===== config.mk =====
export PLATFORM = sky130hd
export DESIGN_NAME = pipe_stage_skid
export DESIGN_NICKNAME = d
export VERILOG_FILES = /design/src/rtl/pipe_stage_skid.sv
export SDC_FILE = /design/constraint.sdc
export NUM_CORES = 1
export LEC_CHECK = 0
export ABC_CLOCK_PERIOD_IN_PS = 12400
export CORE_ASPECT_RATIO = 0.8
export CORE_MARGIN = 5
export CORE_UTILIZATION = 30
export CTS_BUF_LIST = sky130_fd_sc_hd__clkbuf_8
export DETAILED_ROUTE_END_ITERATION = 6
export PLACE_DENSITY = 0.62
export SKIP_CTS_REPAIR_TIMING = 1
export SYNTH_ARGS = -nofsm -noshare
export SYNTH_HDL_FRONTEND = slang
export SYNTH_SLANG_ARGS = --single-unit
export TNS_END_PERCENT = 100

===== constraint.sdc =====
create_clock -name clk -period 12.4 [get_ports clk]
set_clock_uncertainty 0.15 [all_clocks]
set_input_delay 3.72 -clock clk [delete_from_list [all_inputs] [get_ports clk]]
set_output_delay 3.72 -clock clk [all_outputs]
set_load 0.02 [all_outputs]

===== src/rtl/pipe_stage_skid.sv =====
// Elastic pipeline-stage register with a 2-entry skid buffer.
//
// The head (main) register drives out_* directly. The skid register catches the
// one entry that can arrive in the cycle the downstream stalls. Because of that,
// in_ready depends only on registered state and rdy/flush, and never on out_ready.
//
// Ports:
//   clk, rst        core clock, asynchronous active-high reset
//   rdy             global enable; 0 freezes every flop including bubble_cnt
//   flush           drop all held entries (branch redirect)
//   in_*            upstream valid/ready handshake, payload, write request/address
//   out_*           head entry handshake, payload, write request/address
//                   (NOP_PAYLOAD/0/0 when empty)
//   occupancy       entries held (0..2)
//   bubble_cnt      saturating count of rdy cycles with no valid head
module pipe_stage_skid #(
  parameter int unsigned           PAYLOAD_W   = 96,
  parameter int unsigned           REG_ADDR_W  = 5,
  parameter logic [PAYLOAD_W-1:0]  NOP_PAYLOAD = '0,
  parameter int unsigned           CNT_W       = 16
) (
  input  logic                  clk,
  input  logic                  rst,
  input  logic                  rdy,
  input  logic                  flush,
  input  logic                  in_valid,
  output logic                  in_ready,
  input  logic [PAYLOAD_W-1:0]  in_payload,
  input  logic                  in_w_req,
  input  logic [REG_ADDR_W-1:0] in_w_addr,
  output logic                  out_valid,
  input  logic                  out_ready,
  output logic [PAYLOAD_W-1:0]  out_payload,
  output logic                  out_w_req,
  output logic [REG_ADDR_W-1:0] out_w_addr,
  output logic [1:0]            occupancy,
  output logic [CNT_W-1:0]      bubble_cnt
);

  logic                  main_valid_q, main_valid_d;
  logic [PAYLOAD_W-1:0]  main_payload_q, main_payload_d;
  logic                  main_w_req_q, main_w_req_d;
  logic [REG_ADDR_W-1:0] main_w_addr_q, main_w_addr_d;

  logic                  skid_valid_q, skid_valid_d;
  logic [PAYLOAD_W-1:0]  skid_payload_q, skid_payload_d;
  logic                  skid_w_req_q, skid_w_req_d;
  logic [REG_ADDR_W-1:0] skid_w_addr_q, skid_w_addr_d;

  logic [CNT_W-1:0]      bubble_cnt_q, bubble_cnt_d;

  logic accept;
  logic consume;
  logic cap_w_req;

  assign in_ready = rdy & ~skid_valid_q & ~flush;
  assign accept   = in_valid & in_ready;
  assign consume  = main_valid_q & out_ready & rdy;

  // Writes to x0 are dropped at capture so downstream never sees them.
  assign cap_w_req = in_w_req & (in_w_addr != '0);

  always_comb begin
    main_valid_d   = main_valid_q;
    main_payload_d = main_payload_q;
    main_w_req_d   = main_w_req_q;
    main_w_addr_d  = main_w_addr_q;
    skid_valid_d   = skid_valid_q;
    skid_payload_d = skid_payload_q;
    skid_w_req_d   = skid_w_req_q;
    skid_w_addr_d  = skid_w_addr_q;
    bubble_cnt_d   = bubble_cnt_q;

    if (rdy) begin
      if (!main_valid_q && (bubble_cnt_q != {CNT_W{1'b1}})) begin
        bubble_cnt_d = bubble_cnt_q + 1'b1;
      end

      if (flush) begin
        main_valid_d   = 1'b0;
        main_payload_d = NOP_PAYLOAD;
        main_w_req_d   = 1'b0;
        main_w_addr_d  = '0;
        skid_valid_d   = 1'b0;
        skid_payload_d = '0;
        skid_w_req_d   = 1'b0;
        skid_w_addr_d  = '0;
      end else if (!main_valid_q) begin
        // Skid is always empty here; fill the head directly.
        if (accept) begin
          main_valid_d   = 1'b1;
          main_payload_d = in_payload;
          main_w_req_d   = cap_w_req;
          main_w_addr_d  = in_w_addr;
        end
      end else if (!skid_valid_q) begin
        if (accept && consume) begin
          main_payload_d = in_payload;
          main_w_req_d   = cap_w_req;
          main_w_addr_d  = in_w_addr;
        end else if (accept) begin
          skid_valid_d   = 1'b1;
          skid_payload_d = in_payload;
          skid_w_req_d   = cap_w_req;
          skid_w_addr_d  = in_w_addr;
        end else if (consume) begin
          main_valid_d   = 1'b0;
          main_payload_d = NOP_PAYLOAD;
          main_w_req_d   = 1'b0;
          main_w_addr_d  = '0;
        end
      end else if (consume) begin
        // Both full: in_ready is low, so only a skid-to-head shift can happen.
        main_payload_d = skid_payload_q;
        main_w_req_d   = skid_w_req_q;
        main_w_addr_d  = skid_w_addr_q;
        skid_valid_d   = 1'b0;
        skid_payload_d = '0;
        skid_w_req_d   = 1'b0;
        skid_w_addr_d  = '0;
      end
    end
  end

  always_ff @(posedge clk or posedge rst) begin
    if (rst) begin
      main_valid_q   <= 1'b0;
      main_payload_q <= NOP_PAYLOAD;
      main_w_req_q   <= 1'b0;
      main_w_addr_q  <= '0;
      skid_valid_q   <= 1'b0;
      skid_payload_q <= '0;
      skid_w_req_q   <= 1'b0;
      skid_w_addr_q  <= '0;
      bubble_cnt_q   <= '0;
    end else begin
      main_valid_q   <= main_valid_d;
      main_payload_q <= main_payload_d;
      main_w_req_q   <= main_w_req_d;
      main_w_addr_q  <= main_w_addr_d;
      skid_valid_q   <= skid_valid_d;
      skid_payload_q <= skid_payload_d;
      skid_w_req_q   <= skid_w_req_d;
      skid_w_addr_q  <= skid_w_addr_d;
      bubble_cnt_q   <= bubble_cnt_d;
    end
  end

  assign out_valid   = main_valid_q;
  assign out_payload = main_payload_q;
  assign out_w_req   = main_w_req_q;
  assign out_w_addr  = main_w_addr_q;
  assign occupancy   = {1'b0, main_valid_q} + {1'b0, skid_valid_q};
  assign bubble_cnt  = bubble_cnt_q;

  // A held skid entry with an empty head would break FIFO order.
  skid_implies_main_a: assert property (@(posedge clk) disable iff (rst)
    main_valid_q || !skid_valid_q);

endmodule


# [After elaboration in Yosys (flattened, before gate mapping)]
# Cells that the tools add are included.
[op_classes] n_addsub=2 n_eq_ne=5 n_mux=47 bitwise=8 n_reduce_logical=12
[op_table] op="two-way mux 96 bit" count=12
[op_table] op="two-way mux 5 bit" count=12
[op_table] op="two-way mux 1 bit" count=23
[op_table] op="adder 16 x 1 -> 16 bit, second input constant" count=1
[op_table] op="inequality test 16 bit, second input constant" count=1
[op_table] op="AND reduction 5 bit" count=2
[op_table] op="nonzero test 5 bit" count=2
[op_table] op="bitwise AND 1 bit" count=6
[op_table] op="nonzero test 3 bit" count=2
[op_table] op="inequality test 5 x 4 -> 1 bit, second input constant" count=1
[op_table] op="inequality test 4 x 3 -> 1 bit, second input constant" count=1
[op_table] op="AND reduction 2 bit" count=2
[op_table] op="inequality test 3 x 2 -> 1 bit, second input constant" count=1
[op_table] op="inequality test 3 bit, second input constant" count=1
[op_table] op="adder 1 x 1 -> 2 bit" count=1
[op_table] op="logical AND 1 bit" count=2
[op_table] op="NOT 1 bit" count=2
[op_table] op="nonzero test 2 bit" count=1
[op_table] op="zero test 1 bit" count=1
[totals] regBits=222 inputBits=108 out_inout_bits=122 wordCells=83

# [Logic depth before layout (Yosys ltp)]
# Gate-level depths: netlist (run 1).
[depth] word_depth=9 mapped_depth=8 mapped_depth_nobuf=5

# [Least setup slack after synthesis (run 1)]
# No wires, ideal clock.
[synth_path] path_type="input to output" from="input port flush" to="output port in_ready" arrival_ps=4669 t_required_ps=8530 setup_slack_ps=3861 path_stages=4 n_path_buf=2 path_cell_list="nor2_1 -> clkbuf_1 -> clkbuf_1 -> and2_1"
[synth_between] elab_chain_len=2
[synth_rtl] item="from (decl)" line_no="25" source="input logic flush,"
[synth_rtl] item="NOT 1 bit" line_no="56" source="assign in_ready = rdy & ~skid_valid_q & ~flush;"
[synth_rtl] item="bitwise AND 1 bit" line_no="56"
[synth_rtl] item="to (decl)" line_no="27" source="output logic in_ready,"
# No other way between the ends.

# [Final worst setup path (run 1)]
# Ends and elaborated chain as after synthesis.

==> results of run 1 <==
[final cells by class]
cell class	instances	area, sq um
inverter	105	402
clock inverter	18	100
timing repair buffer	239	2370
multi-input combinational	592	3640
clock buffer	51	702
fill	3208	19400
tap	427	534
sequential	222	5560
[power groups by stage]
stage	clock (mW)	combinational, mW	sequential [mW]
floorplan	0	0.242	0.998
global placement	0	0.549	0.933
detailed placement	0	0.557	0.938
CTS	0.724	0.559	0.927
global route	0.756	0.605	0.944
finish	0.693	0.549	0.927
[layer usage]
metal | vias up | part of all wire | global-route usage
met2 | 207 | 0.46 | 0.243
li1 | 3739 | - | -
met1 | 3867 | 0.47 | 0.211
met3 | 40 | 0.054 | 0.0388
met4 | 0 | 0.020 | 0.0413
met5 | - | 0 | 0
[worst max-delay path, stage by stage]
cell	delay (ns)
clkdlybuf4s50_1	0.57
nor2_4	0.75
and2_1	0.22
clkdlybuf4s50_1	0.60
[cell usage in the layout, fill, tap and decap left out, types with 3 or more instances in the layout]
master and instances:
and4_1 4, nand3_1 6, clkdlybuf4s50_1 229, a22oi_1 102
xnor2_1 6, clkbuf_8 51, dfrtp_1 222, nand2_1 211
nor3_1 6, inv_1 119, o21ai_1 20, a21oi_1 3
nor2_1 5, xor2_1 9, nand4_1 6, o21ai_0 84
mux2i_1 101, buf_4 10
[kinds of logic after synthesis]
family	synth area share
xor+xnor	0.0131
flops	0.556
simple gates	0.105
compound gates	0.136
buf+inv	0.0843
fa+ha+maj	0.00250
mux	0.103
[through the flow]
stage,hold WS (ns),power [mW],area [sq um]
2_1_floorplan,0.331,1.24,9990
3_3_place_gp,0.314,1.48,12500
3_5_place_dp,0.319,1.50,12500
4_1_cts,0.333,2.21,13300
5_1_grt,0.354,2.31,13300
6_report,0.322,2.17,13300
[sequential cells by signal (all words and copies together) (netlist names)]
signal and flops:
bubble_cnt 16, out_payload 96, out_valid 1, out_w_addr 5
out_w_req 1, skid_payload_q 96, skid_valid_q 1, skid_w_addr_q 5
skid_w_req_q 1
[final timing paths]
check | slack, ns | from | depth (start not counted) | end
setup reg to reg | 8.72 | skid_valid_q$_DFFE_PP0P_ | 6 | skid_w_req_q$_DFFE_PP0P_
hold reg to reg | 0.32 | out_payload[75]$_DFFE_PP0P_ | 2 | out_payload[75]$_DFFE_PP0P_
max in group asynchronous | 7.23 | rst | 3 | skid_w_addr_q[0]$_DFFE_PP0P_
hold / removal | 0.32 | out_payload[75]$_DFFE_PP0P_ | 2 | out_payload[75]$_DFFE_PP0P_
min in group asynchronous | 3.48 | rst | 2 | out_payload[80]$_DFFE_PP0P_
setup / recovery | 2.67 | flush | 4 | in_ready
==> flow_summary.toml, run 1 <==
[clock_network]
clock_tree.buffer_depth = 3
cts-root-buf = "clkbuf_8"
clk_pin_slew_ns = 0.06
clock_latency_ns = 0.54
cts.sinks = 222
cts_made_buffers = 40
htreeDepth = 2
cts_tree = "yes"

[final_layout]
n_antenna_cell = 0
layout.nets = 1310
final_util = 0.407
drive_gt1_frac = 0.0603
synthToLayoutAreaGrowth_pct = 33.1
fin_cells = 1654

[synth]
synthCells = 989
yosysMostFrequentCell = "dfrtp_1"
ys_seq_elements = 222
synth_warnings = 0
syn_avg_cell_area_sq_um = 10.1
synthDistinctLibCells = 39
synth.top_cells.by_area = "dfrtp_1 56%, mux2i_1 10%, nand2_1 7.9%"
yosysSeqAreaShare = 0.556
synth_area_leader_cell = "dfrtp_1"
syn-num-nets = 1099
yosys_most_used_dff = "dfrtp_1"
syn_area_sq_um = 9990
yosys-top-cells-count = "222 x dfrtp_1, 211 x nand2_1, 105 x inv_1, 102 x a22oi_1, 101 x mux2i_1"
yosys.area.top_type_share = 0.556
synth_edf_count = 0
ys_async_sr_fraction = 1.00

[floorplanning]
dieHeight_microns = 173
coreArea_sq_um = 32700
die_w_microns = 214
ios = 230
floorplan.initialDensity = 0.306
rows = 59
dieArea_sq_um = 37100

[sta]
grt_setup_unrepaired = "no"
period_needed_ns = 9.73
setup_viol = 0
worst_pin_slew_ns = 1.22
fin_ws_ns = 2.67
maxSlewHeadroom = 0.184
setup-tns-final_ns = 0
hold_viol = 0
max_freq_ghz = 0.103
fin_crit_sh = 0.785
slew_viol_final = 0

[placement]
routabilityCongestion = 0.771
dp.cells = 1585
io_buffers = 229
hpwl_mm = 17.5
post-place-ws_ns = 2.63

[worst_setup_path]
cp.required_ns = 8.53
crit_arrival_ns = 5.86
end_kind = "primary output"
path_class = "in2out"
startpoint_type = "input pin"
crit_fanout = 36

[global_route]
grt_max_degree = 103
overflow = 0
grtUsageTotal = 0.153
grt_pass1_wl_mm = 47.1
antenna_found_initial = 0
grt_pass1_vias = 8424

[routing]
wire_per_inst_microns = 17.4
antenna_left = 0
viasPerCell = 4.75
num_vias = 7853
drt-total-wl_mm = 28.8
drc = 0
dr.first_iter.drc_count = 447
first_pass_iters = 4

[pwr]
p_per_area_nw_per_um2 = 163
power_switching_mw = 0.695
clkPwrFrac = 0.320
power.internal_mw = 1.47
p_leak_nw = 5.98
seq_power_share = 0.427
combPwrFrac = 0.253
p_sw_frac = 0.320
vdd_drop_max_uv = 83.8

[worst_hold_path]
hp-class = "reg2reg"

[status]
outcome = "finished, final reports clean"

[run]
maxCapViolations = 0
Power figures use the tool's default switching activity.
==> run 2, diff against run 1 <==
- ABC_CLOCK_PERIOD_IN_PS: 12400 -> 8100
- PLACE_DENSITY: 0.62 -> 0.64
- clock period: 12.4 -> 8.1 ns (I/O delays scaled with it)
==> run 2 against run 1 <==
Compared with the run above: sequential cell count is the same; utilization down 0.18 points; global-route usage is 0.078 points higher; critical path depth down 1; wire length is 0.42% higher; first-iteration DRC count up 31%; combinational power is 54% higher; highest routed layer unchanged; total power is 50% higher; cell count is 0.24% lower; largest cell class unchanged; sequential power up 53%.
==> flow_summary.toml, run 2 (synthesized netlist as in run 1, its figures left out) <==
[floorplanning]
rows = 59
floorplan.initialDensity = 0.306
dieArea_sq_um = 37100
coreArea_sq_um = 32700
dieHeight_microns = 173
die_w_microns = 214
ios = 230

[routing]
dr.first_iter.drc_count = 586
viasPerCell = 4.85
first_pass_iters = 5
drc = 0
wire_per_inst_microns = 17.5
num_vias = 8006
antenna_left = 0
drt-total-wl_mm = 28.9

[clock_network]
htreeDepth = 2
cts_made_buffers = 39
clock_tree.buffer_depth = 3
cts_tree = "yes"
clk_pin_slew_ns = 0.06
cts.sinks = 222
clock_latency_ns = 0.54
cts-root-buf = "clkbuf_8"

[worst_setup_path]
crit_arrival_ns = 3.92
reg2reg_depth = 4
cp.required_ns = 5.52
crit_slowest_cell = "clkdlybuf4s50_1"
path_class = "in2out"
crit_family = "buffers and inverters"
startpoint_type = "input pin"
end_kind = "primary output"
crit_buf_inv = 2
cp_slowest_stage_delay_ns = 0.71
crit_cells = 3
worstPathCellList = "clkdlybuf4s50_1, and2_1, clkdlybuf4s50_1"
crit_fanout = 10
crit_top_cell = "clkdlybuf4s50_1"

[sta]
grt_setup_unrepaired = "no"
setup_viol = 0
worst_pin_slew_ns = 1.25
maxSlewHeadroom = 0.165
max_freq_ghz = 0.154
fin_ws_ns = 1.60
setup-tns-final_ns = 0
slew_viol_final = 0
period_needed_ns = 6.50
fin_crit_sh = 0.803
hold_viol = 0

[worst_hold_path]
hp-class = "reg2reg"
hold_depth = 2

[run]
maxCapViolations = 0

[global_route]
grt_pass1_vias = 8359
grtUsageTotal = 0.154
overflow = 0
grt_max_degree = 120
grt_pass1_wl_mm = 47.3
antenna_found_initial = 1

[final_layout]
fin_area_sq_um = 13200
seq_area_sq_um = 5560
final_cell_mix = "229 x clkdlybuf4s50_1, 222 x dfrtp_1, 211 x nand2_1, 119 x inv_1, 102 x a22oi_1"
layout.nets = 1308
drive_gt1_frac = 0.0572
num-fill-cells = 3174
layout_commonest_cell = "clkdlybuf4s50_1"
multi_input_area_sq_um = 3640
n_antenna_cell = 0
fin_cells = 1650
synthToLayoutAreaGrowth_pct = 32.5

[placement]
io_buffers = 229
post-place-ws_ns = 1.60
place_area_sq_um = 12500
routabilityCongestion = 0.786
dp.cells = 1584
hpwl_mm = 17.6

[status]
outcome = "finished, final reports clean"

[pwr]
vdd_drop_max_uv = 98.1
p_leak_nw = 5.93
p_per_area_nw_per_um2 = 245
power.total_mw = 3.25
run 2: changes by cell type in the layout (fill, tap and decap cells not counted):
cell,previous run,this run
buf_12,0,2
buf_4,10,7
bufinv_16,1,0
clkbuf_8,51,47
clkinvlp_4,0,4
inv_6,1,0
inv_8,1,0
run 2: power breakdown:
group	total (mW)	switching (mW)	internal (mW)	leakage [nW]
Clock	0.981	0.459	0.522	0.422
Sequential	1.42	0.125	1.30	2.92
Combinational	0.844	0.476	0.368	2.58
run 2: metrics by stage:
| stage | util | hold slack [ns] |
|---|---|---|
| after floorplan | - | 0.331 |
| after global placement | 0.383 | 0.311 |
| after detailed placement | 0.383 | 0.319 |
| after CTS | 0.405 | 0.333 |
| after global routing | 0.405 | 0.354 |
| final | 0.405 | 0.327 |
run 2: area by class of cell:
cell class | count | share of cell area
clock buffer | 47 | 0.0488
clock inverter | 19 | 0.00633
inverter | 105 | 0.0300
multi-input combinational | 592 | 0.275
sequential | 222 | 0.419
tap | 427 | 0.0403
timing repair buffer | 238 | 0.180
run 2: per-layer routing:
layer	track usage	wire, microns	vias up
li1	-	-	3730
met1	0.211	13500	3978
met2	0.246	13200	250
met3	0.0384	1650	48
met4	0.0397	547	0
met5	0	0	-
run 2: final timing paths:
check | startpoint | slack, ns | to
worst min register to register | out_payload[26]$_DFFE_PP0P_ | 0.33 | out_payload[26]$_DFFE_PP0P_
worst min-delay path | out_payload[26]$_DFFE_PP0P_ | 0.33 | out_payload[26]$_DFFE_PP0P_
worst max register to register | out_valid$_DFFE_PP0P_ | 4.88 | out_payload[42]$_DFFE_PP0P_
min in group asynchronous | rst | 2.23 | out_payload[7]$_DFFE_PP0P_
max in group asynchronous | rst | 4.15 | out_payload[64]$_DFFE_PP0P_
worst max-delay path | rdy | 1.60 | in_ready
run 2: worst register-to-register path: stages (launching register included):
cell     delay [ns]
dfrtp_1        0.52
a21o_1         0.27
o21ai_4        0.68
or2_4          1.04
o21ai_0        0.39
==> run 3, diff against run 2 <==
- ABC_CLOCK_PERIOD_IN_PS: 8100 -> 5900
- clock period: 8.1 -> 5.9 ns (I/O delays scaled with it)
==> run 3 against run 2 <==
Compared with the run above: non-clock buffer count up 1; cell area up 0.67%; hold slack better by 0.0013 ns; total power up 40%; first-iteration DRC count shrank 1.2%; combinational power increased by 37%; register-to-register slack got worse by 2.1 ns; largest power group unchanged.
==> flow_summary.toml, run 3 (synthesized netlist as in run 1, its figures left out) <==
[final_layout]
layout_commonest_cell = "clkdlybuf4s50_1"
final_util = 0.408
fin_cells = 1654
final_cell_mix = "229 x clkdlybuf4s50_1, 222 x dfrtp_1, 211 x nand2_1, 119 x inv_1, 102 x a22oi_1"
num-fill-cells = 3213
fin_area_sq_um = 13300
synthToLayoutAreaGrowth_pct = 33.4
layout.nets = 1310
drive_gt1_frac = 0.0595

[worst_setup_path]
ff2ff_setup_slack_ns = 2.81
r2r_end = "out_payload[23]$_DFFE_PP0P_"
crit_arrival_ns = 3.27
end_kind = "primary output"
startpoint_type = "input pin"
reg2reg_depth = 4
timing.rr.start = "out_valid$_DFFE_PP0P_"
path_class = "in2out"
crit_fanout = 10
cp.required_ns = 3.98

[sta]
slew_viol_final = 0
maxSlewHeadroom = 0.154
fin_ws_ns = 0.710
hold_viol = 0
setup_viol = 0
grt_setup_unrepaired = "no"
worst_pin_slew_ns = 1.27
max_freq_ghz = 0.193
period_needed_ns = 5.19
fin_crit_sh = 0.880
setup-tns-final_ns = 0

[pwr]
p_per_area_nw_per_um2 = 340
vdd_drop_max_uv = 169
p_leak_nw = 5.97

[clock_network]
clk_pin_slew_ns = 0.06
cts_made_buffers = 40
clock_latency_ns = 0.53
cts-root-buf = "clkbuf_8"
cts.sinks = 222
htreeDepth = 2
cts_tree = "yes"
clock_tree.buffer_depth = 3

[floorplanning]
coreArea_sq_um = 32700
die_w_microns = 214
dieHeight_microns = 173
ios = 230
dieArea_sq_um = 37100
floorplan.initialDensity = 0.306
rows = 59

[worst_hold_path]
hold_depth = 2
min_from = "out_payload[76]$_DFFE_PP0P_"
hp-class = "reg2reg"
min_to = "out_payload[76]$_DFFE_PP0P_"

[routing]
num_vias = 7916
dr.first_iter.drc_count = 579
first_pass_iters = 4
antenna_left = 0
drt-total-wl_mm = 29.2
drc = 0
viasPerCell = 4.79
wire_per_inst_microns = 17.6

[global_route]
overflow = 0
grt_pass1_wl_mm = 47.2
antenna_found_initial = 1
grt_pass1_vias = 8226
grtUsageTotal = 0.155
grt_max_degree = 122

[placement]
place_area_sq_um = 12600
routabilityCongestion = 0.777
dp.cells = 1585
hpwl_mm = 17.4
io_buffers = 229
post-place-ws_ns = 0.704

[status]
outcome = "finished, final reports clean"

[run]
maxCapViolations = 0
## run 3: cell count changes in the layout (fill, tap and decap cells not counted)
cell	delta
buf_12	+3
buf_4	-2
bufinv_16	+1
clkbuf_8	+1
clkinv_2	+1
clkinvlp_4	-1
diode_2	+1
## run 3: cell type report
type | instances | area (sq um) | area share
flip-flops and latches | 222 | 5560 | 0.417
multi-input cells | 592 | 3640 | 0.273
repair buffers | 239 | 2430 | 0.182
clock buffers | 48 | 661 | 0.0495
well taps | 427 | 534 | 0.0401
inverters | 105 | 398 | 0.0298
clock inverters | 20 | 111 | 0.00835
diodes | 1 | 2.50 | 0.000188
## run 3: how the worst max path moves through the flow
stage / start / endpoint / slack [ns] / depth (start not counted)
2_1_floorplan: rst / bubble_cnt[0]$_DFFE_PP0P_ / 1.08 / 1
5_1_grt: rdy / in_ready / 0.66 / 3
3_3_place_gp: rdy / in_ready / 0.72 / 3
4_1_cts: rdy / in_ready / 0.71 / 3
3_5_place_dp: rdy / in_ready / 0.70 / 3
6_report: rdy / in_ready / 0.71 / 3
## run 3: report_power, final
group / leakage (nW) / internal [mW] / switching (mW)
sequential: 2.92 / 1.78 / 0.175
clock: 0.447 / 0.776 / 0.639
combinational: 2.60 / 0.510 / 0.652
total: 5.97 / 3.07 / 1.47
## run 3: metal layers
metal | vias to the layer above | GRT usage | routed length (microns)
li1 | 3726 | - | -
met1 | 3941 | 0.213 | 13700
met2 | 212 | 0.245 | 13400
met3 | 37 | 0.0402 | 1650
met4 | 0 | 0.0384 | 516
met5 | - | 0 | 0
## run 3: worst max-delay path, stage by stage
cell	delay, ns
clkdlybuf4s50_1	0.71
and2_1	0.19
clkdlybuf4s50_1	0.60
## run 3: through the flow
stage	total power, mW	hold slack [ns]
4_1_cts	4.61	0.332
2_1_floorplan	2.61	0.331
6_report	4.53	0.329
3_3_place_gp	3.12	0.311
5_1_grt	4.81	0.350
3_5_place_dp	3.15	0.319
